==> src/rtl/regfile_wb_queue_if.sv <==
// -----------------------------------------------------------------------------
// regfile_wb_queue_if
//   Bundles the producer push handshake and the register-file write port of
//   the write-back queue.
//
//   Producer side : in_valid, in_ready, in_wa[3:0], in_wd[31:0]
//   Regfile side  : WA[3:0], WD[31:0], RegWrite
//
//   Handshake: a transfer happens at a rising edge where in_valid and
//   in_ready are both 1. in_valid/in_wa/in_wd are held by the producer until
//   accepted. in_ready may depend combinationally on the drain decision in
//   the same cycle, but never on in_valid.
//
//   modport master : result producer / register file (test environment)
//   modport slave  : the queue itself
// -----------------------------------------------------------------------------
interface regfile_wb_queue_if;
  logic        in_valid;
  logic        in_ready;
  logic [3:0]  in_wa;
  logic [31:0] in_wd;
  logic [3:0]  WA;
  logic [31:0] WD;
  logic        RegWrite;

  modport master (
    output in_valid, in_wa, in_wd,
    input  in_ready, WA, WD, RegWrite
  );

  modport slave (
    input  in_valid, in_wa, in_wd,
    output in_ready, WA, WD, RegWrite
  );
endinterface

==> src/rtl/regfile_wb_queue.sv <==
// -----------------------------------------------------------------------------
// regfile_wb_queue
//   Write-back buffer in front of the 16x32 register file write port.
//   Producers push {wa, wd} pairs; the head drains one entry per cycle into
//   the register file in arrival order. A per-register busy vector flags
//   registers that still have a queued write.
//
//   Parameters : DEPTH   number of entries, power of two, 2..16
//   Ports      : clk     rising-edge clock
//                rst_n   synchronous reset, active low
//                bus     regfile_wb_queue_if.slave (push handshake + WA/WD/RegWrite)
//                wb_en   drain enable, 0 freezes the head
//                busy    bit r set while a queued entry targets register r
//                count   occupied entries
//                full    count == DEPTH
//                empty   count == 0
//
//   Optional feature: define REGFILE_WB_BYPASS_EN to forward an incoming
//   result straight to the register file when the queue is empty and
//   draining (0-cycle latency, not enqueued, never marked busy).
// -----------------------------------------------------------------------------
module regfile_wb_queue #(
  parameter int DEPTH = 4
) (
  input  logic                         clk,
  input  logic                         rst_n,
  regfile_wb_queue_if.slave            bus,
  input  logic                         wb_en,
  output logic [15:0]                  busy,
  output logic [$clog2(DEPTH+1)-1:0]   count,
  output logic                         full,
  output logic                         empty
);

  localparam int AW = $clog2(DEPTH);
  localparam int CW = $clog2(DEPTH+1);

  logic [3:0]    wa_mem [DEPTH];
  logic [31:0]   wd_mem [DEPTH];
  logic [AW-1:0] rd_ptr;
  logic [AW-1:0] wr_ptr;
  logic [CW-1:0] count_q;

  logic push;
  logic pop;
  logic bypass;

  assign empty = (count_q == '0);
  assign full  = (count_q == CW'(DEPTH));
  assign count = count_q;

  // Nothing reaches the register file during a reset cycle, so entries being
  // discarded (or a result arriving alongside reset) are never written.
  assign pop = rst_n && wb_en && !empty;

`ifdef REGFILE_WB_BYPASS_EN
  assign bypass = rst_n && empty && wb_en && bus.in_valid;
`else
  assign bypass = 1'b0;
`endif

  // A full queue still accepts when the head leaves in the same cycle.
  assign bus.in_ready = !full || pop;
  assign push         = rst_n && bus.in_valid && bus.in_ready && !bypass;

  // Register-file write port: bypassed input, else head entry, else zero.
  always_comb begin
    bus.WA = '0;
    bus.WD = '0;
    if (bypass) begin
      bus.WA = bus.in_wa;
      bus.WD = bus.in_wd;
    end else if (!empty) begin
      bus.WA = wa_mem[rd_ptr];
      bus.WD = wd_mem[rd_ptr];
    end
  end

  assign bus.RegWrite = pop || bypass;

  // Entry i positions after the head is valid while i < count; duplicates
  // simply OR into the same bit.
  always_comb begin
    busy = '0;
    for (int i = 0; i < DEPTH; i++) begin
      if (CW'(i) < count_q) begin
        busy[wa_mem[rd_ptr + AW'(i)]] = 1'b1;
      end
    end
  end

  // Storage is left unreset; count/pointers alone define validity.
  always_ff @(posedge clk) begin
    if (push) begin
      wa_mem[wr_ptr] <= bus.in_wa;
      wd_mem[wr_ptr] <= bus.in_wd;
    end
  end

  // DEPTH is a power of two, so pointers wrap by natural overflow.
  always_ff @(posedge clk) begin
    if (!rst_n) begin
      rd_ptr  <= '0;
      wr_ptr  <= '0;
      count_q <= '0;
    end else begin
      if (push) wr_ptr <= wr_ptr + AW'(1);
      if (pop)  rd_ptr <= rd_ptr + AW'(1);
      case ({push, pop})
        2'b10:   count_q <= count_q + CW'(1);
        2'b01:   count_q <= count_q - CW'(1);
        default: count_q <= count_q;
      endcase
    end
  end

endmodule

==> src/flat_wrapper.sv <==
// flat-port wrapper written by rule: the top's interface ports become plain ports
module regfile_wb_queue_flat 
#(
  parameter int DEPTH = 4
)
  (clk, rst_n, wb_en, busy, count, full, empty, bus_in_valid, bus_in_wa, bus_in_wd, bus_in_ready, bus_WA, bus_WD, bus_RegWrite);
  regfile_wb_queue_if bus_i ();
  input  logic clk;
  input  logic rst_n;
  input  logic wb_en;
  output logic [15:0] busy;
  output logic [$clog2(DEPTH+1)-1:0] count;
  output logic full;
  output logic empty;
  input wire logic [$bits(bus_i.in_valid)-1:0] bus_in_valid;
  input wire logic [$bits(bus_i.in_wa)-1:0] bus_in_wa;
  input wire logic [$bits(bus_i.in_wd)-1:0] bus_in_wd;
  output wire logic [$bits(bus_i.in_ready)-1:0] bus_in_ready;
  output wire logic [$bits(bus_i.WA)-1:0] bus_WA;
  output wire logic [$bits(bus_i.WD)-1:0] bus_WD;
  output wire logic [$bits(bus_i.RegWrite)-1:0] bus_RegWrite;
  assign bus_i.in_valid = bus_in_valid;
  assign bus_i.in_wa = bus_in_wa;
  assign bus_i.in_wd = bus_in_wd;
  assign bus_in_ready = bus_i.in_ready;
  assign bus_WA = bus_i.WA;
  assign bus_WD = bus_i.WD;
  assign bus_RegWrite = bus_i.RegWrite;
  regfile_wb_queue #(.DEPTH(DEPTH)) u_core (.clk(clk), .rst_n(rst_n), .bus(bus_i), .wb_en(wb_en), .busy(busy), .count(count), .full(full), .empty(empty));
endmodule
==> config.mk <==
export PLATFORM = sky130hd
export DESIGN_NAME = regfile_wb_queue_flat
export DESIGN_NICKNAME = d
export VERILOG_FILES = /design/src/rtl/regfile_wb_queue_if.sv /design/src/rtl/regfile_wb_queue.sv /design/src/flat_wrapper.sv
export SDC_FILE = /design/constraint.sdc
export NUM_CORES = 1
export LEC_CHECK = 0
export BUFFER_PORTS_ARGS = -buffer_cell sky130_fd_sc_hd__buf_2
export CORE_MARGIN = 4
export CORE_UTILIZATION = 54
export CTS_BUF_LIST = sky130_fd_sc_hd__clkbuf_4 sky130_fd_sc_hd__clkbuf_8
export DETAILED_ROUTE_END_ITERATION = 12
export GPL_TIMING_DRIVEN = 1
export HOLD_SLACK_MARGIN = 0.05
export PLACE_DENSITY = 0.81
export SLEW_MARGIN = 40
export SYNTH_ARGS = -nofsm -noshare
export SYNTH_HDL_FRONTEND = slang
export SYNTH_SLANG_ARGS = --single-unit
==> constraint.sdc <==
create_clock -name clk -period 2.4 [get_ports clk]
set_input_delay 0.12 -clock clk [delete_from_list [all_inputs] [get_ports clk]]
set_output_delay 0.12 -clock clk [all_outputs]
set_load 0.01 [all_outputs]
======== Word level (Yosys, flattened, before mapping) ========
Memories as Yosys holds them, arrays and structs flattened. A register that Yosys moved wholly into a read port is not among the register bits.
Cells that the tools add are included.
word-level totals
  word-level logic and storage cells ...... 63
  memories kept ........................... 2
  memory bits (writable) .................. 144
  input port bits ......................... 40
  register bits after elaboration ......... 7
  output and inout port bits .............. 59
  bits in latches ......................... 0
  bits in read-only memories .............. 0
memory list
  memory         depth  width  read ports  clocked after memory_dff  wr ports  RTL line                RTL
  u_core.wd_mem  4      32     1           1                         1         regfile_wb_queue.sv:39  logic [31:0] wd_mem [DEPTH];
  u_core.wa_mem  4      4      4           1                         1         regfile_wb_queue.sv:38  logic [3:0] wa_mem [DEPTH];
cells by class
  shifts and indexed selects .............. 0
  equality and inequality tests ........... 3
  add/sub/neg operators ................... 6
  multiplexer cells ....................... 21
  bitwise gates (word level) .............. 3
  reductions and logical operators ........ 13
  div/mod/pow operators ................... 0
  multipliers ............................. 0
  $lt $le $gt $ge ......................... 12
operators with widths
  cell                   number
  $mux W16               4
  $or A16 B16 Y16        3
  $mux W32               1
  $lt A4 B5 Y1 const B   4
  $demux W1 S4           4
  $ge A4 B1 Y1 const B   4
  $logic_and A1 B1 Y1    8
  $mux W2                4
  $lt A1 B3 Y1 const A   2
  $lt A2 B3 Y1 const A   2
  $mux W1                6
  $pmux W3 S2            1
  $add A2 B1 Y2 const B  2
  $add A2 B2 Y2 const B  2
  $mux W4                1
  $add A3 B1 Y3 const B  1
  $eq A3 B3 Y1 const B   1
  $logic_not A3 Y1       1
  $sub A3 B1 Y3 const B  1
  $eq A2 B1 Y1 const B   1
  $eq A2 B2 Y1 const B   1
  $logic_not A1 Y1       2
  $reduce_bool A2 Y1     1
  $logic_or A1 B1 Y1     1

======== Longest topological paths before layout ========
Gate-level depths: netlist (run 1).
An unclocked memory read counts as a cell.
  depth after elaboration ................. 12
  mapped depth ............................ 9
  mapped depth without buffers ............ 9

======== Worst setup path after synthesis (run 1) ========
OpenSTA, ideal clock, no wires.
  path kind ............................... register to register
  from .................................... register u_core.count_q[0], in the netlist u_core.count[0]
  to ...................................... memory u_core.wa_mem[0][0], enable pin
  path slack .............................. -146 ps
  period minus slack after synthesis ...... 2,546 ps
  arrival time ............................ 2,149 ps
  path buffers ............................ 0
  library setup time ...................... 397 ps
  data required time ...................... 2,003 ps
  cell stages (with the launch flop) ...... 6
  cell sequence ........................... dfxtp_1 inv_1 ha_1 and2_1 a21oi_1 and2_1
between the ends
  elaborated cells between the ends (all ways) .. 9
  classes of those cells .................. 1 x eq/ne; 2 x mux; 6 x reduce/logical
RTL lines
  what                           RTL line                 RTL
  from (decl)                    regfile_wb_queue.sv:42   logic [CW-1:0] count_q;
  from (signal assigned)         regfile_wb_queue.sv:110  2'b10: count_q <= count_q + CW'(1);
  from (signal assigned)         regfile_wb_queue.sv:111  2'b01: count_q <= count_q - CW'(1);
  from (signal assigned)         regfile_wb_queue.sv:112  default: count_q <= count_q;
  $eq A3 B3 Y1                   regfile_wb_queue.sv:49   assign full = (count_q == CW'(DEPTH));
  net full                       flat_wrapper.sv:13       output logic full;
  $logic_not A1 Y1               regfile_wb_queue.sv:63   assign bus.in_ready = !full || pop;
  $logic_or A1 B1 Y1             regfile_wb_queue.sv:63
  $logic_and A1 B1 Y1            regfile_wb_queue.sv:64   assign push = rst_n && bus.in_valid && bus.in_ready && !bypass;
  $mux W1                        regfile_wb_queue.sv:94   if (push) begin
  $mux W1 (implied by the code)  regfile_wb_queue.sv:95   wa_mem[wr_ptr] <= bus.in_wa;
  to (decl)                      regfile_wb_queue.sv:38
The timed path passes the listed nets, and every way through them passes these cells.

======== Worst setup path in the final report (run 1) ========
  from .................................... register u_core.rd_ptr[1]
  to ...................................... output busy[12]
between the ends
  word-level cells in the longest chain between the ends .. 12
  elaborated cells between the ends (all ways) .. 25
  classes of those cells .................. 3 x add/sub; 6 x order compare; 9 x mux; 3 x bitwise; 3 x reduce/logical; 1 x memory
RTL lines
  what                                                                       RTL line                 RTL
  from (decl)                                                                regfile_wb_queue.sv:40   logic [AW-1:0] rd_ptr;
  from (signal assigned)                                                     regfile_wb_queue.sv:108  if (pop) rd_ptr <= rd_ptr + AW'(1);
  $add A2 B1 Y2                                                              regfile_wb_queue.sv:87   busy[wa_mem[rd_ptr + AW'(i)]] = 1'b1;
  $mem_v2 Z4 W4 *                                                            --
  $lt A4 B5 Y1 (implied by the code) / $ge A4 B1 Y1 (equally long branches)  regfile_wb_queue.sv:87
  $logic_and A1 B1 Y1 (implied by the code)                                  regfile_wb_queue.sv:87
  $mux W1 (implied by the code)                                              regfile_wb_queue.sv:87
  $demux W1 S4                                                               --
  $or A16 B16 Y16 (no line)                                                  --
  $mux W16                                                                   regfile_wb_queue.sv:86   if (CW'(i) < count_q) begin
  $or A16 B16 Y16 (no line)                                                  --
  $mux W16                                                                   regfile_wb_queue.sv:86
  $or A16 B16 Y16 (no line)                                                  --
  $mux W16 *                                                                 regfile_wb_queue.sv:86
  to (decl)                                                                  flat_wrapper.sv:11       output logic [15:0] busy;
Every way passes the cells marked *; elsewhere a longest branch is shown, timed or not.

==> impl_metrics.env, run 1 <==
export IMPL_max_freq_mhz=414
export IMPL_drv_cap=0
export IMPL_io_pins=99
export IMPL_grt_max_degree=39
export IMPL_slew_headroom_pct=68.7
export IMPL_first_iter_violations=401
export IMPL_status="finished with violations"
export IMPL_synth_compound_area_share_pct=4.52
export IMPL_grt_pass1_vias=4511
export IMPL_grt_pass1_wl_mm=24.3
export IMPL_avgSynthCellArea_um2=16.5
export IMPL_synthMuxAreaShare_pct=16.9
export IMPL_postRouteAntennaNets=0
export IMPL_vias_per_cell=5.74
export IMPL_htree_levels=4
export IMPL_ys_seq_area_share_pct=64.8
export IMPL_die_area_um2=14700
export IMPL_synth_top_area_share_pct=62.2
export IMPL_violations="negative setup slack"
export IMPL_drcViolationCount=0
export IMPL_yosysWarnings=0
export IMPL_irDropWorstVdd_v=0.000637
export IMPL_synthFlopType="edfxtp_1"
export IMPL_hp_class="in2reg"
export IMPL_worst_slack_ns=-0.0157
export IMPL_async_flop_share_pct=0
export IMPL_die_width_um=121
export IMPL_finalWirelength_mm=15.5
export IMPL_ys_ff_latch=153
export IMPL_finalClockSkew_ns=0.0158
export IMPL_post_drt_wl_per_cell_um=20.2
export IMPL_track_usage_pct=21.8
export IMPL_antenna_found_initial=0
export IMPL_gr_usage_met1_pct=27.2
export IMPL_vias=4389
export IMPL_synth_top_family_by_area="multiplexers"
export IMPL_numCtsBuffers=17
export IMPL_worstSetupPathType="reg2out"
export IMPL_fin_nets=628
export IMPL_timing_final_max_slew_violations=0
export IMPL_dp_hpwl_mm=9.59
export IMPL_final_util_pct=68.5
export IMPL_rsz0062_at_grt="yes"
export IMPL_synth_xor_area_share_pct=0.630
export IMPL_cp_max_fo=6
export IMPL_cts_tree="built"
export IMPL_busiest_layer="met2"
export IMPL_first_pass_iters=5
export IMPL_start_util_pct=55.0
export IMPL_dp_cells=686
export IMPL_antenna_cells=0
export IMPL_grt_overflow=0
export IMPL_power_leakage_nw=3.10
export IMPL_synthToLayoutAreaGrowth_pct=24.4
export IMPL_synthDistinctLibCells=41
export IMPL_hold_viol=0
export IMPL_finalSetupViolCount=1
export IMPL_synth_simple_gate_area_share_pct=9.62
export IMPL_fp_row_count=41
export IMPL_worst_pin_slew_ns=0.469
export IMPL_cts_sinks=153
export IMPL_grt_use_met3_pct=3.92
export IMPL_numPortBuffers=98
export IMPL_cts_buffer_depth=2
export IMPL_gp_congestion=0.875
export IMPL_synth_fa_ha_area_share_pct=1.62
export IMPL_cp_required_ns=2.28
export IMPL_syn_nets=470
export IMPL_synth_edf_count=144
export IMPL_grtUsageMet2_pct=37.6
export IMPL_clkTransAtPathRegs_ns=0.09
export IMPL_synth_area_top_cells="edfxtp_1, mux4_2, and2_1, dfxtp_1, mux2i_1"
export IMPL_synthesis_area_um2=6950
export IMPL_final_cell_area_um2=8640
export IMPL_worstSetupEndpointType="output pin"
export IMPL_die_h_um=121
export IMPL_layout_cells_non_filler=764
export IMPL_clock_latency_ns=0.43
export IMPL_start_kind="flip-flop"
export IMPL_fp_coreArea_um2=12600
export IMPL_dpl_cell_area_um2=7710
export IMPL_power_density_nw_per_um2=685
export IMPL_period_needed_ns=2.42
export IMPL_p_total_w=0.00592
export IMPL_yosys_area_top_type="edfxtp_1"
export IMPL_cts_root_buf="clkbuf_8"
export IMPL_drive_gt1_share_pct=39.7
export IMPL_syn_instance_count=421
export IMPL_crit_arrival_ns=2.30
export IMPL_period_share_pct=101
through the flow:
stage          hold slack [ns]  setup slack [ns]  TNS [ns]
3_3_place_gp             0.330             0.339         0
2_1_floorplan            0.219             0.220         0
3_5_place_dp             0.336             0.245         0
4_1_cts                  0.114          -0.00340  -0.00340
6_report                 0.129           -0.0157   -0.0157
5_1_grt                  0.158           -0.0959    -0.815
critical path, stage by stage, from the launching register on:
cell     delay, ns
dfxtp_4       0.40
buf_12        0.14
mux2i_2       0.34
or3b_1        0.41
a21oi_2       0.22
a22oi_1       0.14
nand2_1       0.09
buf_2         0.12
routing by layer:
metal	share of wire, %	wire, um	vias up
met1	38	5940	2181
met3	6.0	924	44
met2	53	8130	195
met4	3.0	458	0
met5	0	0	-
li1	-	-	1969
layout make-up:
cell class,instances,area (um^2)
Sequential cell,153,4520
Fill cell,854,3980
Multi-Input combinational cell,243,2400
Timing Repair Buffer,157,1120
Clock buffer,18,241
Tap cell,172,215
Clock inverter,14,124
Inverter,7,26.3
synthesized netlist by cell type (3+ instances only):
cell	n
dfxtp_1	9
buf_2	6
o21ai_0	4
mux2_2	5
nor2b_1	4
ha_1	9
nand3b_1	4
and2_1	49
xnor2_1	5
nand2_1	23
o22ai_1	6
mux4_2	40
clkbuf_1	8
nand2b_1	3
nor2_1	20
mux2i_1	15
inv_1	7
a221o_1	8
nand3_1	5
edfxtp_1	144
a21oi_1	5
a22oi_1	16
where the power goes:
group	total, W	switching (W)	internal, W
Combinational	0.00107	0.000561	0.000512
Sequential	0.00305	0.0000509	0.00300
Clock	0.00179	0.000960	0.000835
cells by family after synthesis:
group	after synthesis
flops	153
fa+ha+maj	9
buf+inv	25
mux	65
simple gates	121
xor+xnor	5
compound gates	43
path summary, 6_finish.rpt:
path | from | endpoint | slack [ns] | cells past startpoint
max | u_core.rd_ptr[1] | busy[12] | -0.02 | 7
max reg2reg | u_core.count[1] | u_core.count[2] | 0.26 | 8
min reg2reg | u_core.wr_ptr[1] | u_core.wr_ptr[1] | 0.52 | 2
min | wb_en | u_core.rd_ptr[0] | 0.13 | 4
cell usage in the layout (no fill, tap or decap), types with 3 or more instances in the layout:
master,netlist,final
mux2_2,5,4
nor2b_1,4,3
buf_2,6,98
dlygate4sd3_1,0,38
mux4_2,40,40
nor2_2,0,6
ha_1,9,9
mux2i_2,2,7
buf_12,0,5
xnor2_1,5,5
a221o_1,8,8
a22oi_1,16,15
nand3b_1,4,4
nand2b_1,3,3
nand2_1,23,20
edfxtp_1,144,144
clkinvlp_4,0,3
mux2_4,2,3
mux2i_1,15,10
inv_1,7,7
nand2_2,2,4
o21ai_0,4,3
o22ai_1,6,4
a21oi_1,5,4
dfxtp_1,9,4
nand3_1,5,5
inv_6,0,3
nor2_1,20,14
clkinv_2,0,3
and2_2,0,4
buf_4,0,13
dfxtp_2,0,3
clkbuf_8,0,17
clkinv_4,0,3
and2_1,49,44
flip-flops by register name, summed over array words and instances (netlist names), named ones only:
| register | cells |
|---|---|
| u_core.rd_ptr | 2 |
| u_core.wr_ptr | 2 |
| u_core.wd_mem | 128 |
| u_core.wa_mem | 16 |
| u_core.count | 3 |
what timing repair did:
action,in CTS,in global routing
setup endpoints to repair,16,32
hold endpoints to repair,153,0
hold buffers,38,0
setup buffers,3,4
cloned,0,1
gates resized for setup,12,23
pin swaps,0,4
(Power assumes the default switching activity.)
==> run 2: changes to the inputs <==
--- a/config.mk
+++ b/config.mk
@@ -7,12 +7,12 @@
 export LEC_CHECK = 0
 export BUFFER_PORTS_ARGS = -buffer_cell sky130_fd_sc_hd__buf_2
 export CORE_MARGIN = 4
-export CORE_UTILIZATION = 54
+export CORE_UTILIZATION = 59
 export CTS_BUF_LIST = sky130_fd_sc_hd__clkbuf_4 sky130_fd_sc_hd__clkbuf_8
 export DETAILED_ROUTE_END_ITERATION = 12
 export GPL_TIMING_DRIVEN = 1
 export HOLD_SLACK_MARGIN = 0.05
-export PLACE_DENSITY = 0.81
+export PLACE_DENSITY = 0.84
 export SLEW_MARGIN = 40
 export SYNTH_ARGS = -nofsm -noshare
 export SYNTH_HDL_FRONTEND = slang
==> constraint.sdc (replaced) <==
create_clock -name clk -period 2.6 [get_ports clk]
set_input_delay 0.13 -clock clk [delete_from_list [all_inputs] [get_ports clk]]
set_output_delay 0.13 -clock clk [all_outputs]
set_load 0.01 [all_outputs]
==> run 2 against run 1 <==
Effect of this change: the flow now finishes without violations; power decreased by 5.8%; register-to-register slack improved by 0.04 ns; routed wire length decreased by 1.5%; die area decreased by 7.9%; global-route usage increased by 2.4 points; critical path depth unchanged; combinational power decreased by 13%; largest cell class unchanged.
==> impl_metrics.env, run 2 (same netlist as run 1, synthesis figures left out) <==
export IMPL_numPortBuffers=98
export IMPL_fillCellCount=689
export IMPL_finalWirelength_mm=15.2
export IMPL_antenna_found_initial=1
export IMPL_worstSetupEndpointType="output pin"
export IMPL_crit_chain="buf_4, mux4_2, nand2b_1, nor2_1, a22oi_1, nand2_1, buf_2"
export IMPL_max_freq_mhz=395
export IMPL_synthToLayoutAreaGrowth_pct=21.6
export IMPL_cp_required_ns=2.47
export IMPL_fp_row_count=39
export IMPL_finalSetupViolCount=0
export IMPL_slowest_delay_ns=0.47
export IMPL_timing_final_max_slew_violations=0
export IMPL_cp_max_fo=20
export IMPL_hold_start="wb_en"
export IMPL_largest_reg_flops=128
export IMPL_crit_arrival_ns=2.40
export IMPL_regMostFlops="u_core.wd_mem"
export IMPL_netSwitchingPower_w=0.00139
export IMPL_drcViolationCount=0
export IMPL_htree_levels=4
export IMPL_start_util_pct=60.6
export IMPL_drv_cap=0
export IMPL_post_drt_wl_per_cell_um=20.9
export IMPL_setup_worst_path_start="u_core.rd_ptr[0]"
export IMPL_mostFrequentLayoutCell="edfxtp_1"
export IMPL_numCtsBuffers=17
export IMPL_cts_tree="built"
export IMPL_die_width_um=117
export IMPL_pwr_share_seq_pct=50.5
export IMPL_finalClockSkew_ns=0.0174
export IMPL_worst_slack_ns=0.0690
export IMPL_grt_overflow=0
export IMPL_worstSetupPathType="reg2out"
export IMPL_fp_coreArea_um2=11500
export IMPL_gp_congestion=0.914
export IMPL_p_total_w=0.00558
export IMPL_grt_max_degree=39
export IMPL_start_kind="flip-flop"
export IMPL_dp_hpwl_mm=9.51
export IMPL_switching_share_pct=25.0
export IMPL_fin_nets=623
export IMPL_drive_gt1_share_pct=35.4
export IMPL_hp_class="in2reg"
export IMPL_power_frac_comb_pct=16.7
export IMPL_vias_per_cell=5.90
export IMPL_clock_latency_ns=0.46
export IMPL_clkPwrFrac_pct=32.8
export IMPL_final_setup_tns_ns=0
export IMPL_grt_pass1_wl_mm=24.1
export IMPL_worstReg2RegStart="u_core.count[0]"
export IMPL_hold_worst_slack_ns=0.154
export IMPL_status="completed"
export IMPL_clkTransAtPathRegs_ns=0.08
export IMPL_hold_viol=0
export IMPL_worst_pin_slew_ns=0.460
export IMPL_cts_sinks=153
export IMPL_slew_headroom_pct=68.5
export IMPL_die_h_um=117
export IMPL_final_util_pct=73.7
export IMPL_grt_pass1_vias=4489
export IMPL_irDropWorstVdd_v=0.000581
export IMPL_postRouteAntennaNets=0
export IMPL_layout_common_cells="edfxtp_1, buf_2, and2_1"
export IMPL_power_density_nw_per_um2=660
export IMPL_critPathSlowestCell="dfxtp_1"
export IMPL_power_leakage_nw=3.05
export IMPL_track_usage_pct=24.2
export IMPL_antenna_cells=0
export IMPL_post_place_ws_ns=0.204
export IMPL_period_needed_ns=2.53
export IMPL_vias=4306
export IMPL_io_pins=99
export IMPL_cts_root_buf="clkbuf_8"
export IMPL_cts_buffer_depth=2
export IMPL_first_iter_violations=377
export IMPL_p_int_w=0.00419
export IMPL_period_share_pct=97.3
export IMPL_first_pass_iters=5
export IMPL_die_area_um2=13600
export IMPL_rsz0062_at_grt="yes"
-- run 2: changes by cell type in the layout (fill, tap and decap cells not counted), sizes merged --
| cell | previous run | this run |
|---|---|---|
| buf | 118 | 113 |
| bufinv | 1 | 3 |
| clkbuf | 19 | 20 |
| clkinv | 7 | 6 |
| dlygate4sd3 | 38 | 39 |
| inv | 10 | 7 |
-- run 2: worst paths after layout --
check                                       end  cells past startpoint  slack, ns
worst max-delay path                    busy[8]                      7       0.07
worst min-delay path                  flip-flop                      4       0.15
worst max register to register  u_core.count[2]                      8       0.30
worst min register to register  u_core.count[2]                      2       0.62
-- run 2: layer usage --
layer	global-route usage, %	vias to the layer above	wire length [um]
met2	40.4	150	7870
met5	0	-	0
met3	6.48	30	960
met1	31.3	2168	6080
li1	-	1958	-
met4	7.97	0	323
-- run 2: cell type report --
cell class | instances | area, um^2 | area share (%)
Sequential cell | 153 | 4510 | 53.3
Tap cell | 143 | 179 | 2.12
Clock buffer | 20 | 256 | 3.04
Clock inverter | 12 | 151 | 1.79
Inverter | 7 | 26.3 | 0.311
Multi-Input combinational cell | 243 | 2330 | 27.6
Timing Repair Buffer | 152 | 997 | 11.8
-- run 2: what timing repair did --
item / 4_1_cts / 5_1_grt
setup buffers: 0 / 0
setup endpoints to repair: 0 / 17
resized for setup: 0 / 5
endpoints found under the hold margin: 153 / 0
hold buffers: 39 / 0
-- run 2: metrics by stage --
step	instances	instance area, um^2
after floorplan	421	6950
after global placement	659	7630
after detailed placement	659	7630
after CTS	730	8430
after global routing	730	8450
final	730	8450
-- run 2: power groups by stage --
| stage | logic, W | registers, W | clock network, W |
|---|---|---|---|
| global route | 0.00102 | 0.00283 | 0.00199 |
| CTS | 0.000930 | 0.00282 | 0.00183 |
| finish | 0.000930 | 0.00282 | 0.00183 |
| global placement | 0.000863 | 0.00286 | 0 |
| detailed placement | 0.000877 | 0.00287 | 0 |
| floorplan | 0.000596 | 0.00285 | 0 |
-- run 2: critical path: cells and delay by family (launching register included) --
kind / cells / cell delay (ns)
DFF: 1 / 0.47
and+or+nand+nor: 3 / 0.56
AOI/OAI and AO/OA: 1 / 0.14
buffers and inverters: 2 / 0.44
muxes: 1 / 0.34
==> run 3: changes to the inputs <==
--- a/config.mk
+++ b/config.mk
@@ -5,9 +5,10 @@
 export SDC_FILE = /design/constraint.sdc
 export NUM_CORES = 1
 export LEC_CHECK = 0
+export ABC_AREA = 1
 export BUFFER_PORTS_ARGS = -buffer_cell sky130_fd_sc_hd__buf_2
 export CORE_MARGIN = 4
-export CORE_UTILIZATION = 59
+export CORE_UTILIZATION = 60
 export CTS_BUF_LIST = sky130_fd_sc_hd__clkbuf_4 sky130_fd_sc_hd__clkbuf_8
 export DETAILED_ROUTE_END_ITERATION = 12
 export GPL_TIMING_DRIVEN = 1
==> run 3 against run 2 <==
Effect of this change: die area grew 5.9%; largest power group unchanged; sequential share of layout area down 3.1 points; largest cell class unchanged; highest routed layer unchanged; clock skew shrank 0.0019 ns.
==> impl_metrics.env, run 3 <==
export IMPL_status="completed"
export IMPL_fp_row_count=40
export IMPL_mostFrequentLayoutCell="nor2_1"
export IMPL_holdPathStages=2
export IMPL_drive_gt1_share_pct=17.6
export IMPL_cp_required_ns=2.47
export IMPL_synth_fa_ha_area_share_pct=1.50
export IMPL_grt_pass1_vias=6215
export IMPL_finalClockSkew_ns=0.0155
export IMPL_dpl_cell_area_um2=8190
export IMPL_worst_pin_slew_ns=0.687
export IMPL_fp_coreArea_um2=12200
export IMPL_synth_top_family_by_area="simple AND/OR/NAND/NOR gates"
export IMPL_period_needed_ns=2.41
export IMPL_synth_xor_area_share_pct=0.117
export IMPL_antenna_found_initial=0
export IMPL_die_h_um=120
export IMPL_dp_cells=1080
export IMPL_antenna_cells=0
export IMPL_synthToLayoutAreaGrowth_pct=19.4
export IMPL_slowest_delay_ns=0.46
export IMPL_drv_cap=0
export IMPL_yosysWarnings=0
export IMPL_async_flop_share_pct=0
export IMPL_layout_common_cells="nor2_1, nand2_1, edfxtp_1"
export IMPL_cts_buffer_depth=2
export IMPL_gp_congestion=0.893
export IMPL_first_pass_iters=5
export IMPL_synthesis_area_um2=7520
export IMPL_ys_ff_latch=153
export IMPL_synth_compound_area_share_pct=8.31
export IMPL_irDropWorstVdd_v=0.000559
export IMPL_power_leakage_nw=3.72
export IMPL_synth_area_top_cells="edfxtp_1, nor2_1, nand2_1, o21ai_0, a21oi_1"
export IMPL_seq_area_um2=4510
export IMPL_htree_levels=4
export IMPL_cp_max_fo=50
export IMPL_finalSetupViolCount=0
export IMPL_rsz0062_at_grt="no"
export IMPL_yosysMostFrequentCell="nor2_1"
export IMPL_synth_simple_gate_area_share_pct=25.2
export IMPL_post_place_ws_ns=0.497
export IMPL_syn_nets=885
export IMPL_crit_arrival_ns=2.28
export IMPL_clock_latency_ns=0.44
export IMPL_synth_edf_count=144
export IMPL_grt_pass1_wl_mm=30.1
export IMPL_syn_instance_count=836
export IMPL_cts_sinks=153
export IMPL_post_drt_wl_per_cell_um=16.1
export IMPL_numPortBuffers=98
export IMPL_cts_root_buf="clkbuf_8"
export IMPL_dr_max_layer_used="met4"
export IMPL_ys_seq_area_share_pct=59.9
export IMPL_dr_wl_met3_mm=1.52
export IMPL_largest_reg_flops=128
export IMPL_synthFlopType="edfxtp_1"
export IMPL_layout_cells_non_filler=1152
export IMPL_r2r_slack_ns=0.44
export IMPL_first_iter_violations=700
export IMPL_die_width_um=120
export IMPL_cts_setup_buffers=0
export IMPL_hp_class="in2reg"
export IMPL_io_pins=99
export IMPL_crit_chain="inv_2, buf_4, o21ai_0, a21oi_1, buf_2"
export IMPL_start_kind="flip-flop"
export IMPL_yosys_area_top_type="edfxtp_1"
export IMPL_postRouteAntennaNets=0
export IMPL_start_util_pct=61.8
export IMPL_worstSetupPathType="reg2out"
export IMPL_period_share_pct=92.5
export IMPL_drcViolationCount=0
export IMPL_finalWirelength_mm=18.6
export IMPL_dp_hpwl_mm=11.2
export IMPL_synth_top_area_share_pct=57.5
export IMPL_timing_final_max_slew_violations=0
export IMPL_worstReg2RegStart="u_core.count[0]"
export IMPL_hold_end="u_core.wd_mem[2][7]"
export IMPL_worstSetupEndpointType="output pin"
export IMPL_fin_nets=1020
export IMPL_final_cell_area_um2=8980
export IMPL_fillCellCount=818
export IMPL_synthDistinctLibCells=23
export IMPL_numCtsBuffers=17
export IMPL_dr_wl_met2_mm=9.29
export IMPL_avgSynthCellArea_um2=8.99
export IMPL_vias=6314
export IMPL_final_setup_tns_ns=0
export IMPL_track_usage_pct=26.4
export IMPL_grt_overflow=0
export IMPL_hold_viol=0
export IMPL_power_density_nw_per_um2=639
export IMPL_r2r_worst_path_cells=11
export IMPL_regMostFlops="u_core.wd_mem"
export IMPL_slew_headroom_pct=54.2
export IMPL_die_area_um2=14400
export IMPL_drt_met1_wl_mm=7.17
export IMPL_rr_endpoint="u_core.count[2]"
export IMPL_critPathSlowestCell="buf_4"
export IMPL_vias_per_cell=5.48
export IMPL_synthMuxAreaShare_pct=0
export IMPL_synth_commonest_cells="nor2_1, nand2_1, edfxtp_1"
export IMPL_hold_start="bus_in_wd[7]"
export IMPL_max_freq_mhz=416
export IMPL_grt_max_degree=55
export IMPL_crit_buf_inv=3
export IMPL_clkTransAtPathRegs_ns=0.09
export IMPL_worst_slack_ns=0.194
export IMPL_multi_input_area_um2=2670
export IMPL_hold_worst_slack_ns=0.443
export IMPL_cts_tree="built"
export IMPL_critical_path_top_delay_family="buffers and inverters"
run 3: through the flow:
stage          power (W)  util [%]
2_1_floorplan    0.00360         -
3_3_place_gp     0.00396      67.4
3_5_place_dp     0.00398      67.4
4_1_cts          0.00570      73.8
5_1_grt          0.00601      73.8
6_report         0.00573      73.8
run 3: worst max-delay path by stage:
| stage | from | to | slack [ns] | depth (start not counted) |
|---|---|---|---|---|
| 2_1_floorplan | u_core.count[0] | u_core.wa_mem[0][0] | -0.15 | 7 |
| 3_3_place_gp | u_core.count[0] | u_core.count[2] | 0.59 | 11 |
| 3_5_place_dp | u_core.count[0] | u_core.wd_mem[3][21] | 0.50 | 9 |
| 4_1_cts | flip-flop | bus_WD[4] | 0.23 | 5 |
| 5_1_grt | flip-flop | busy[1] | 0.02 | 8 |
| 6_report | flip-flop | bus_WD[4] | 0.19 | 5 |
run 3: report_power, final:
group	internal (W)	switching, W
Clock	0.000789	0.000932
Combinational	0.000395	0.000812
Sequential	0.00277	0.0000357
run 3: layout make-up:
class	instances	area share [%]
clock inverters	14	1.55
well taps	168	2.34
repair buffers	153	11.9
flip-flops and latches	153	50.2
inverters	36	1.56
clock buffers	18	2.69
multi-input cells	610	29.8
run 3: logic make-up (layout without fill, tap and decap cells):
kind of cell,after synthesis,after routing
adders and majority gates,9,9
AOI/OAI and AO/OA,120,120
buffers and inverters,73,221
xor gates and xnor gates,1,1
DFF,153,153
and+or+nand+nor,480,480
run 3: per-layer routing:
layer	global-route usage (%)	vias to the layer above
met1	31.6	2896
li1	-	3039
met2	45.5	323
met3	6.17	56
met5	0	-
met4	12.0	0
run 3: repair_timing:
action                                 in CTS  in global routing
hold buffers                               40                  0
setup endpoints to repair                   0                  2
gates resized for setup                     0                  1
endpoints found under the hold margin     151                  0
